[src/rtl/try_pkg.sv]
// Shared types and constants for the two-sensor direction counter.
package try_pkg;

  localparam int            CNT_W   = 8;
  localparam logic [7:0]    CNT_MAX = 8'd255;

  // One-hot encoding so the state register drives zhuan1..3 directly.
  typedef enum logic [2:0] {
    IDLE   = 3'b001,
    LAST_A = 3'b010,
    LAST_B = 3'b100
  } state_e;

  function automatic logic [CNT_W-1:0] sat_step(input logic [CNT_W-1:0] cnt,
                                                input logic             up);
    logic [CNT_W-1:0] r;
    r = cnt;
    if (up) begin
      if (cnt != CNT_MAX) r = cnt + 1'b1;
    end else begin
      if (cnt != '0) r = cnt - 1'b1;
    end
    return r;
  endfunction

endpackage

[src/rtl/try_if.sv]
// Sensor inputs and board-level indicator outputs of the direction counter.
interface try_if;
  logic in, in1;
  logic k1, k2, a;
  logic zhuan1, zhuan2, zhuan3;
  logic p1, p2, p3, p4, p5, p6, p7, p8;
  logic h, c, d;

  modport slave (
    input  in, in1,
    output k1, k2, a, zhuan1, zhuan2, zhuan3,
           p1, p2, p3, p4, p5, p6, p7, p8, h, c, d
  );

  modport master (
    output in, in1,
    input  k1, k2, a, zhuan1, zhuan2, zhuan3,
           p1, p2, p3, p4, p5, p6, p7, p8, h, c, d
  );
endinterface

[src/rtl/sync_rise.sv]
// 2-FF synchroniser plus history flop; emits the synchronised level and a
// one-cycle rise pulse.
module sync_rise (
  input  logic clk,
  input  logic rst,
  input  logic din,
  output logic level,
  output logic rise
);

  logic s1_q, s2_q, s3_q;
  logic s1_d, s2_d, s3_d;

  always_comb begin
    s1_d = din;
    s2_d = s1_q;
    s3_d = s2_q;
  end

  always_ff @(posedge clk) begin
    if (rst) begin
      s1_q <= 1'b0;
      s2_q <= 1'b0;
      s3_q <= 1'b0;
    end else begin
      s1_q <= s1_d;
      s2_q <= s2_d;
      s3_q <= s3_d;
    end
  end

  assign level = s2_q;
  assign rise  = s2_q & ~s3_q;

endmodule

[src/rtl/try_unit.sv]
// Direction counter: A-then-B is an entry, B-then-A an exit; saturating
// 8-bit occupancy count with registered status and event outputs.
module try_unit
  import try_pkg::*;
(
  input  logic  sys_clk,
  input  logic  sys_rst,
  try_if.slave  bus
);

  logic lvl_a, rise_a, lvl_b, rise_b;

  sync_rise u_sync_a (
    .clk   (sys_clk),
    .rst   (sys_rst),
    .din   (bus.in),
    .level (lvl_a),
    .rise  (rise_a)
  );

  sync_rise u_sync_b (
    .clk   (sys_clk),
    .rst   (sys_rst),
    .din   (bus.in1),
    .level (lvl_b),
    .rise  (rise_b)
  );

  state_e           state_q, state_d;
  logic [CNT_W-1:0] cnt_q, cnt_d;
  logic             k1_q, k1_d, k2_q, k2_d;
  logic             a_q, a_d, h_q, h_d, c_q, c_d, d_q, d_d;

  always_ff @(posedge sys_clk) begin
    if (sys_rst) begin
      state_q <= IDLE;
      cnt_q   <= '0;
      k1_q    <= 1'b0;
      k2_q    <= 1'b0;
      a_q     <= 1'b0;
      h_q     <= 1'b0;
      c_q     <= 1'b1;
      d_q     <= 1'b0;
    end else begin
      state_q <= state_d;
      cnt_q   <= cnt_d;
      k1_q    <= k1_d;
      k2_q    <= k2_d;
      a_q     <= a_d;
      h_q     <= h_d;
      c_q     <= c_d;
      d_q     <= d_d;
    end
  end

  always_comb begin
    state_d = state_q;
    k1_d    = 1'b0;
    k2_d    = 1'b0;
    cnt_d   = cnt_q;
    d_d     = d_q;
    a_d     = lvl_a & lvl_b;

    // Simultaneous rises are ambiguous: forget history, count nothing.
    case ({rise_a, rise_b})
      2'b11: state_d = IDLE;
      2'b10: begin
        if (state_q == LAST_B) k2_d = 1'b1;
        state_d = LAST_A;
      end
      2'b01: begin
        if (state_q == LAST_A) k1_d = 1'b1;
        state_d = LAST_B;
      end
      default: state_d = state_q;
    endcase

    if (k1_d) begin
      cnt_d = sat_step(cnt_q, 1'b1);
      d_d   = 1'b1;
    end else if (k2_d) begin
      cnt_d = sat_step(cnt_q, 1'b0);
      d_d   = 1'b0;
    end

    // Flags follow the next count so they line up with the count register.
    h_d = (cnt_d == CNT_MAX);
    c_d = (cnt_d == '0);
  end

  assign bus.k1     = k1_q;
  assign bus.k2     = k2_q;
  assign bus.a      = a_q;
  assign bus.zhuan1 = state_q[0];
  assign bus.zhuan2 = state_q[1];
  assign bus.zhuan3 = state_q[2];
  assign bus.p1     = cnt_q[0];
  assign bus.p2     = cnt_q[1];
  assign bus.p3     = cnt_q[2];
  assign bus.p4     = cnt_q[3];
  assign bus.p5     = cnt_q[4];
  assign bus.p6     = cnt_q[5];
  assign bus.p7     = cnt_q[6];
  assign bus.p8     = cnt_q[7];
  assign bus.h      = h_q;
  assign bus.c      = c_q;
  assign bus.d      = d_q;

endmodule

[src/flat_wrapper.sv]
// flat-port wrapper written by rule: the top's interface ports become plain ports
module try_unit_flat import try_pkg::*;
  (sys_clk, sys_rst, bus_in, bus_in1, bus_k1, bus_k2, bus_a, bus_zhuan1, bus_zhuan2, bus_zhuan3, bus_p1, bus_p2, bus_p3, bus_p4, bus_p5, bus_p6, bus_p7, bus_p8, bus_h, bus_c, bus_d);
  try_if bus_i ();
  input  logic sys_clk;
  input  logic sys_rst;
  input wire logic [$bits(bus_i.in)-1:0] bus_in;
  input wire logic [$bits(bus_i.in1)-1:0] bus_in1;
  output wire logic [$bits(bus_i.k1)-1:0] bus_k1;
  output wire logic [$bits(bus_i.k2)-1:0] bus_k2;
  output wire logic [$bits(bus_i.a)-1:0] bus_a;
  output wire logic [$bits(bus_i.zhuan1)-1:0] bus_zhuan1;
  output wire logic [$bits(bus_i.zhuan2)-1:0] bus_zhuan2;
  output wire logic [$bits(bus_i.zhuan3)-1:0] bus_zhuan3;
  output wire logic [$bits(bus_i.p1)-1:0] bus_p1;
  output wire logic [$bits(bus_i.p2)-1:0] bus_p2;
  output wire logic [$bits(bus_i.p3)-1:0] bus_p3;
  output wire logic [$bits(bus_i.p4)-1:0] bus_p4;
  output wire logic [$bits(bus_i.p5)-1:0] bus_p5;
  output wire logic [$bits(bus_i.p6)-1:0] bus_p6;
  output wire logic [$bits(bus_i.p7)-1:0] bus_p7;
  output wire logic [$bits(bus_i.p8)-1:0] bus_p8;
  output wire logic [$bits(bus_i.h)-1:0] bus_h;
  output wire logic [$bits(bus_i.c)-1:0] bus_c;
  output wire logic [$bits(bus_i.d)-1:0] bus_d;
  assign bus_i.in = bus_in;
  assign bus_i.in1 = bus_in1;
  assign bus_k1 = bus_i.k1;
  assign bus_k2 = bus_i.k2;
  assign bus_a = bus_i.a;
  assign bus_zhuan1 = bus_i.zhuan1;
  assign bus_zhuan2 = bus_i.zhuan2;
  assign bus_zhuan3 = bus_i.zhuan3;
  assign bus_p1 = bus_i.p1;
  assign bus_p2 = bus_i.p2;
  assign bus_p3 = bus_i.p3;
  assign bus_p4 = bus_i.p4;
  assign bus_p5 = bus_i.p5;
  assign bus_p6 = bus_i.p6;
  assign bus_p7 = bus_i.p7;
  assign bus_p8 = bus_i.p8;
  assign bus_h = bus_i.h;
  assign bus_c = bus_i.c;
  assign bus_d = bus_i.d;
  try_unit u_core (.sys_clk(sys_clk), .sys_rst(sys_rst), .bus(bus_i));
endmodule
[config.mk]
export PLATFORM = sky130hd
export DESIGN_NAME = try_unit_flat
export DESIGN_NICKNAME = d
export VERILOG_FILES = /design/src/rtl/try_pkg.sv /design/src/rtl/try_if.sv /design/src/rtl/sync_rise.sv /design/src/rtl/try_unit.sv /design/src/flat_wrapper.sv
export SDC_FILE = /design/constraint.sdc
export NUM_CORES = 1
export LEC_CHECK = 0
export ABC_AREA = 1
export CORE_MARGIN = 3
export CORE_UTILIZATION = 55
export DETAILED_ROUTE_END_ITERATION = 10
export PLACE_DENSITY = 0.81
export SLEW_MARGIN = 20
export SYNTH_ARGS = -nofsm -noshare
export SYNTH_HDL_FRONTEND = slang
export SYNTH_SLANG_ARGS = --single-unit
[constraint.sdc]
create_clock -name sys_clk -period 5.1 [get_ports sys_clk]
set_input_delay 1.02 -clock sys_clk [delete_from_list [all_inputs] [get_ports sys_clk]]
set_output_delay 1.02 -clock sys_clk [all_outputs]
set_load 0.01 [all_outputs]
==> metrics.md <==
| Metric | Value |
|---|---|
| Top reg by flops | `u_core.cnt_q` |
| Initial antenna violation count | `0` |
| Outcome | `finished clean` |
| Fmax | `0.405 GHz` |
| EDFF count, synth | `0` |
| Layout Nets | `234` |
| Placed Cells | `246` |
| Final Hold Fails | `0` |
| Critical path depth in cells | `1` |
| Final wirelength | `3120 um` |
| TritonCTS Buffers | `3` |
| Total of max-cap violations | `0` |
| End-of-flow core utilization | `70.3%` |
| GRT Overall Usage | `20.1%` |
| Wire per inst | `12.5 um` |
| Clk Latency, worst-skew pair | `0.31 ns` |
| Synth top area share | `33.2%` |
| Max stage delay cell, worst path | `clkdlybuf4s50_1` |
| Gpl congestion | `0.865` |
| CP endpoint kind | `output port` |
| Antenna Nets Post-Route | `0` |
| First-pass GRT wire length | `5130 um` |
| Post-route DRC | `0` |
| Adder-Cell Fraction of Synth Area | `6.31%` |
| Seq/Total Area, Yosys | `33.2%` |
| Syn Nets | `214` |
| Fraction of layout cells with a size suffix above 1 | `11.7%` |
| Hold Startpoint | `u_core.u_sync_b.s1_q` |
| Clock Skew | `0.00555 ns` |
| Worst-margin pin slew | `0.906 ns` |
| Mux cell area share after synthesis | `0%` |
| I/O pin count | `21` |
| Cell variety after synth | `27` |
| Cell Pwr Density | `182 nW/um^2` |
| Yosys warning count | `0` |
| CP max FO | `9` |
| Vias/cell | `5.31` |
| Chip Height | `56.3 um` |
| Crit Reg-Reg Endpoint | `u_core.bus.c` |
| Leakage | `0.000737 uW` |
| Place WS | `2.70 ns` |
| Crit Path Category | `flop to output port` |
| Max reg flops | `8` |
| Hold endpoint | `u_core.u_sync_b.level` |
| CP Buf/Inv Count | `1` |
| Total core area | `2300 um^2` |
| Minimum clock period | `2.47 ns` |
| H-tree depth | `1` |
| Setup crit start kind | `flop` |
| Hold Path Class | `flop to flop` |
| Slowest stage delay, CP | `0.60 ns` |
| Post-detail-place hpwl | `2440 um` |
| Biggest regs | `u_core.cnt_q x8, u_core.state_q x3` |
| DIE WIDTH | `56.3 um` |
| Slew headroom | `39.3%` |
| Largest net degree at the start of global routing | `20` |
| Post-CTS setup buffer count | `0` |
| Async S/R FF share, synth | `0%` |
| Min Hold Slack | `0.420 ns` |
| Post-Syn Area | `1390 um^2` |
| Area delta synth->final | `16.2%` |
| Site row count | `17` |
| DR iter-0 viols | `55` |
| #FFs+latches synth | `23` |
| Clk root buf | `clkbuf_4` |
| R2r worst-path depth | `11` |
| RSZ-0062 raised after global routing | `false` |
| Drt first pass iters | `4` |
| Clock transition at path regs | `0.13 ns` |
| Critical Path RT | `4.08 ns` |
| Non-filler cells, final | `250` |
| Slack of the critical path | `2.63 ns` |
| Final setup violation count | `0` |
| Starting Density | `60.5%` |
| Synth Area in Compound Gates | `9.01%` |
| Worst Hold Depth | `2` |
| Hold-fix buffers at CTS | `0` |
| Synth Flop Type | `dfxtp_1` |
| TritonCTS clock tree | `built` |
| Global route overflow | `0` |
| Max clock buf depth | `2` |
| Avg Cell Area, Syn | `6.84 um^2` |
| Family with the most delay on the worst path | `buffers and inverters` |
| Area leader, netlist | `dfxtp_1` |
| Synth Area in Simple Gates | `41.4%` |
| Post-Synth XOR/XNOR Area | `0.631%` |
| Crit Reg-Reg Startpoint | `u_core.u_sync_b.level` |
| Setup slack, reg-to-reg | `2.73 ns` |
| Worst path arrival time | `1.45 ns` |
| Fin crit share | `48.4%` |
| Number of global-route vias before repair | `1194` |
| Top post-synthesis cells by area | `dfxtp_1 33%, nand2_1 15%, nor2_1 7.8%` |
| Peak supply drop | `0.000213 V` |
| Total negative setup slack | `0 ns` |
| CP cell instances | `clkdlybuf4s50_1` |
| Post-cts sizing count | `0` |
| Port Buf Inserts | `20` |
| Main combinational cell family by area after synthesis | `simple AND/OR/NAND/NOR gates` |
| Total die area | `3160 um^2` |
| Synth cell count leaders | `54 x nand2_1, 29 x nor2_1, 23 x dfxtp_1` |
| Max-slew violations | `0` |
| Count leader, synth | `nand2_1` |
| Via count | `1328` |
| # diodes | `0` |
| Cells after synthesis | `203` |
| Clock sink count | `23` |
-- through the flow --
stage               area, um^2  total power [uW]
floorplan                 1390               204
CTS                       1610               296
global placement          1590               213
detailed placement        1590               214
finish                    1610               293
global route              1610               307
-- layout by cell type (no fill, tap or decap), drive strengths merged, types with 3 or more instances in the layout --
cell,Yosys,routed
ha,7,7
nand4,4,4
clkdlybuf4s50,0,20
o211ai,3,3
dfxtp,23,23
inv,25,25
nand2,58,58
nor2,38,38
nand3,18,18
clkbuf,1,3
nor3,3,3
o21ai,8,8
a21oi,8,8
-- area by class of cell --
cell class,count,area [um^2]
clock buffer,3,22.5
clock inverter,1,5.00
fill,195,683
inverter,25,93.8
multi-input combinational,150,797
sequential,23,460
tap,28,35.0
timing repair buffer,20,200
-- worst min-delay path, cell delays in order, from the launching register on --
cell and delay (ns):
dfxtp_1 0.32, inv_1 0.04, nor2_1 0.03
-- report_power, final --
part	internal, uW	switching [uW]	leakage, uW	total, uW
clock network	29.2	54.4	0.0000177	83.7
registers	184	2.91	0.000187	187
logic	10.1	13.1	0.000533	23.1
total	223	70.4	0.000737	293
-- kinds of logic (layout without fill, tap and decap cells) --
kind of cell               count (synthesis)  after routing
adders and majority gates                  7              7
DFF                                       23             23
and+or+nand+nor                          122            122
AOI/OAI and AO/OA                         20             20
buffers and inverters                     30             49
xor gates and xnor gates                   1              1
-- metal layers --
layer | share of wire [%] | vias to the layer above | global-route usage [%] | wire (um)
li1 | - | 676 | - | -
met1 | 41 | 597 | 23.7 | 1270
met2 | 52 | 47 | 35.7 | 1630
met3 | 5.4 | 8 | 2.30 | 169
met4 | 1.8 | 0 | 9.49 | 57
met5 | 0 | - | 0 | 0
-- worst max-delay path by stage --
stage | startpoint | to | slack, ns
after floorplan | sys_rst | u_core.bus.d | 3.32
after global placement | sys_rst | u_core.state_q[1] | 2.77
after detailed placement | sys_rst | u_core.state_q[1] | 2.70
after CTS | u_core.cnt_q[2] | bus_p3 | 2.62
after global routing | u_core.u_sync_a.level | u_core.bus.h | 2.50
final | u_core.cnt_q[2] | bus_p3 | 2.63
(Power assumes the default switching activity.)
